--- config.mk ---
export PLATFORM = sky130hd
export DESIGN_NAME = serial_adder
export DESIGN_NICKNAME = d
export VERILOG_FILES = /design/src/rtl/serial_adder_pkg.sv /design/src/rtl/yAdder1.sv /design/src/rtl/serial_adder.sv
export SDC_FILE = /design/constraint.sdc
export NUM_CORES = 1
export LEC_CHECK = 0
export ABC_CLOCK_PERIOD_IN_PS = 9100
export BUFFER_PORTS_ARGS = -buffer_cell sky130_fd_sc_hd__buf_2
export CORE_MARGIN = 4
export CORE_UTILIZATION = 35
export DETAILED_ROUTE_END_ITERATION = 7
export GPL_ROUTABILITY_DRIVEN = 0
export PLACE_DENSITY_LB_ADDON = 0.1
export SYNTH_ARGS = -nofsm -noshare
export SYNTH_HDL_FRONTEND = slang
export SYNTH_HIERARCHICAL = 1
export SYNTH_SLANG_ARGS = --single-unit
--- constraint.sdc ---
create_clock -name clk -period 9.1 [get_ports clk]
set_input_delay 0.91 -clock clk [delete_from_list [all_inputs] [get_ports clk]]
set_output_delay 0.91 -clock clk [all_outputs]
set_load 0.02 [all_outputs]
--- src/rtl/serial_adder_pkg.sv ---
// ============================================================================
// Module      : serial_adder_pkg
// Description : Shared state encodings for the bit-serial arithmetic blocks.
// Revision    : 1.0 - initial release
// ============================================================================
`default_nettype none

package serial_adder_pkg;

    localparam logic [1:0] c_st_idle = 2'd0;
    localparam logic [1:0] c_st_run  = 2'd1;
    localparam logic [1:0] c_st_done = 2'd2;

    typedef enum logic [1:0] {
        ST_IDLE = c_st_idle,
        ST_RUN  = c_st_run,
        ST_DONE = c_st_done
    } state_t;

endpackage : serial_adder_pkg

`default_nettype wire

--- src/rtl/yAdder1.sv ---
// ============================================================================
// Module      : yAdder1
// Description : One-bit full-adder cell.
// Revision    : 1.0 - initial release
// ============================================================================
`default_nettype none

module yAdder1 (
    input  logic a,
    input  logic b,
    input  logic cin,
    output logic z,
    output logic cout
);

    assign z    = a ^ b ^ cin;
    assign cout = (a & b) | (a & cin) | (b & cin);

endmodule : yAdder1

`default_nettype wire

--- src/rtl/serial_adder.sv ---
// ============================================================================
// Module      : serial_adder
// Description : Bit-serial W-bit adder, LSB first, one bit per clock.
// Revision    : 1.0 - initial release
// ============================================================================
`default_nettype none

module serial_adder
    import serial_adder_pkg::*;
#(
    parameter int W = 32
) (
    input  logic         clk,
    input  logic         reset,
    input  logic         start,
    input  logic [W-1:0] a,
    input  logic [W-1:0] b,
    input  logic         cin,
    output logic         busy,
    output logic         done,
    output logic [W-1:0] z,
    output logic         cout
);

    localparam int c_cnt_w = $clog2(W);

    state_t               r_state;
    state_t               w_state_nxt;
    logic                 w_accept;
    logic                 w_last;
    logic [W-1:0]         r_sa;
    logic [W-1:0]         r_sb;
    logic [W-1:0]         r_z;
    logic                 r_carry;
    logic                 r_cout;
    logic [c_cnt_w-1:0]   r_cnt;
    logic                 w_sum;
    logic                 w_carry_nxt;

    yAdder1 u_cell (
        .a    (r_sa[0]),
        .b    (r_sb[0]),
        .cin  (r_carry),
        .z    (w_sum),
        .cout (w_carry_nxt)
    );

    assign w_last = (r_cnt == c_cnt_w'(W - 1));

    always_comb begin
        w_state_nxt = r_state;
        w_accept    = 1'b0;
        case (r_state)
            ST_IDLE: begin
                if (start) begin
                    w_accept    = 1'b1;
                    w_state_nxt = ST_RUN;
                end
            end
            ST_RUN: begin
                if (w_last) begin
                    w_state_nxt = ST_DONE;
                end
            end
            ST_DONE: begin
                // A start here chains straight into the next addition.
                if (start) begin
                    w_accept    = 1'b1;
                    w_state_nxt = ST_RUN;
                end else begin
                    w_state_nxt = ST_IDLE;
                end
            end
            default: w_state_nxt = ST_IDLE;
        endcase
    end

    always_ff @(posedge clk or posedge reset) begin
        if (reset) begin
            r_state <= ST_IDLE;
            r_sa    <= '0;
            r_sb    <= '0;
            r_z     <= '0;
            r_carry <= 1'b0;
            r_cout  <= 1'b0;
            r_cnt   <= '0;
        end else begin
            r_state <= w_state_nxt;
            if (w_accept) begin
                r_sa    <= a;
                r_sb    <= b;
                r_carry <= cin;
                r_cnt   <= '0;
                r_z     <= '0;
            end else if (r_state == ST_RUN) begin
                r_sa    <= r_sa >> 1;
                r_sb    <= r_sb >> 1;
                r_z     <= {w_sum, r_z[W-1:1]};
                r_carry <= w_carry_nxt;
                r_cnt   <= r_cnt + c_cnt_w'(1);
                if (w_last) begin
                    r_cout <= w_carry_nxt;
                end
            end
        end
    end

    // The shift register fills during RUN; the visible sum stays 0 until DONE.
    assign z    = (r_state == ST_RUN) ? '0 : r_z;
    assign cout = r_cout;
    assign busy = (r_state == ST_RUN);
    assign done = (r_state == ST_DONE);

endmodule : serial_adder

`default_nettype wire
==> results.tsv <==
metric	value	unit
area_delta_synth_final	17.5	%
worst_setup_path_start_kind	register	
ys_types	28	
yosysSeqAreaShare	0.570	
cts_root_buffer	clkbuf_16	
drtPass1Iterations	5	
cts-resized-gates	0	
ys_async_sr_fraction	1.00	
via_per_inst	5.11	
vdd_drop_max	0.107	mV
holdCritStartpoint	r_cnt[3]	
holdPathStages	1	
crit_type	reg -> out	
p_per_area	320	nW/um^2
rsz0062_at_grt	no	
status	completed	
setup_violations	0	
path_delay_family	buffers and inverters	
rrSetupSlack	6.19	ns
cts_hold_buf	0	
worstHoldPathType	reg -> reg	
r2r-end	r_z[8]	
cpMaxStageDelayCell	buf_4	
clock_latency	0.34	ns
cp_cell_sequence	nand2b_4, buf_4, and2_1, buf_2	
ys_ff_latch	105	
power.leakage	2.69	nW
io_buffers	102	
maxSlewViolCount	0	
cp.required	8.19	ns
fmax	335	MHz
clock_path_buffers	2	
yosys_warnings	6	
synth_top_area_cell	dfrtp_1	
coreArea	12800	um^2
wl	10700	um
nets	585	
setup_ws	6.11	ns
grt_usage	0.143	
vias	3529	
cts_setup_buffers	0	
synth_top_area_share	0.570	
ant_nets	0	
ios	103	
crit_arrival	2.08	ns
crit_buf_inv	2	
cts.clk_slew.worst_paths	0.07	ns
clock-sinks	105	
synth_flop_cell	dfrtp_1	
grt_start_max_net_pins	103	
r2r_start	r_state[0]	
hold_end	r_cnt[3]	
netlist_area	4610	um^2
fin_setup_tns	0	ns
cts_buffers	9	
htree_levels	3	
hold_ws	0.478	ns
syn_nets	507	
cp_max_fo	73	
grt_pass1_wl	17300	um
dp_cells	675	
hold_viol_final	0	
die_w	123	um
instances_no_fill	691	
cap_violations	0	
wire_per_inst	15.5	um
drt_iter0_markers	334	
crit_path_end_kind	output pin	
row_count	41	
syn_inst	436	
avgSynthCellArea	10.6	um^2
fill_cells	1275	
hpwl	6430	um
finalCritPeriodShare	0.328	
cts_tree	yes	
initial_core_util	0.361	
die-area	15100	um^2
place_ws	6.14	ns
slowest_delay	0.66	ns
die_h	123	um
grt_pass1_vias	3358	
grt_overflow	0	
n_antenna_cell	0	
synth_edf_count	0	
seq_area	2630	um^2
synth_area_leaders	dfrtp_1 57%, a22oi_1 7.7%, a22o_1 6.6%	
tightest_slew	1.07	ns
multi_input_area	1730	um^2
antenna_found_initial	1	
final.min_clock_period	2.99	ns
power	0.00173	W
fin_skew	0.00752	ns
relSlewSlack	0.289	
drive_above_1_share	0.252	
r2r_cells	6	
drc	0	
[worst max path at each step]
stage,from,slack [ns],to,cells past startpoint
after floorplan,reset,5.43,cout,1
after global placement,r_state[0],6.22,r_z[15],6
after detailed placement,r_state[0],6.14,r_z[22],6
after CTS,r_state[0],6.06,z[3],4
after global routing,r_state[0],5.85,r_cnt[1],6
final,r_state[0],6.11,z[25],4
[worst register-to-register path: stages, from the launching register on]
cell      delay, ns
dfrtp_1        0.46
nand2b_4       0.21
buf_4          0.66
inv_4          0.05
buf_4          0.45
nor2_4         0.77
a22o_1         0.24
[final cells by class]
| class | instances | area share |
|---|---|---|
| multi-input combinational | 289 | 0.319 |
| timing repair buffer | 107 | 0.101 |
| sequential | 105 | 0.485 |
| tap | 172 | 0.0397 |
| clock inverter | 7 | 0.0111 |
| clock buffer | 9 | 0.0416 |
| inverter | 2 | 0.00231 |
[where the power goes]
| group | switching [W] | internal [W] | total, W |
|---|---|---|---|
| registers | 0.000132 | 0.000675 | 0.000807 |
| logic | 0.000306 | 0.000245 | 0.000551 |
| clock network | 0.000185 | 0.000191 | 0.000376 |
[Yosys cell counts (all sizes together) (2+ instances only)]
library cell / n
a22o: 35
a22oi: 47
a31oi: 10
and2: 33
buf: 29
clkbuf: 11
dfrtp: 105
ha: 2
inv: 2
mux2: 2
mux2i: 2
nand2: 71
nand2b: 2
nand3: 48
nor2: 17
nor2b: 2
nor3: 6
o21ai: 2
o22ai: 6
[metrics by stage]
stage | cell area (um^2) | util
after floorplan | 4610 | -
after global placement | 5130 | 0.402
after detailed placement | 5130 | 0.402
after CTS | 5420 | 0.424
after global routing | 5420 | 0.424
final | 5420 | 0.424
[registers in the layout (all words and copies together) (netlist names)]
| register | cells |
|---|---|
| r_cnt | 5 |
| r_z | 32 |
| cout | 1 |
| r_state | 2 |
| r_sb | 32 |
| r_carry | 1 |
| r_sa | 32 |
[cells by family after synthesis]
family                     synth area share
AOI/OAI and AO/OA                     0.168
muxes                               0.00922
and+or+nand+nor                       0.185
buffers and inverters                0.0586
adders and majority gates           0.00977
DFF                                   0.570
[layout by cell type (no fill, tap or decap), types with 3 or more instances in the layout]
cell	Yosys	layout
and2_1	33	33
a31oi_1	10	10
nand2_1	71	71
nand3_1	48	48
nor2_1	16	16
clkinv_4	0	3
o22ai_1	6	6
nor3_1	6	6
dfrtp_1	105	105
clkbuf_16	0	9
buf_4	8	5
a22o_1	35	35
buf_2	13	102
a22oi_1	47	47
[layer usage]
metal / vias to the layer above / part of all wire / routed length [um] / track usage
li1: 1703 / - / - / -
met5: - / 0.0019 / 20 / 0
met4: 2 / 0.0054 / 58 / 0.0420
met2: 102 / 0.45 / 4790 / 0.203
met1: 1716 / 0.49 / 5210 / 0.218
met3: 6 / 0.061 / 656 / 0.0346
Power figures use the tool's default switching activity.
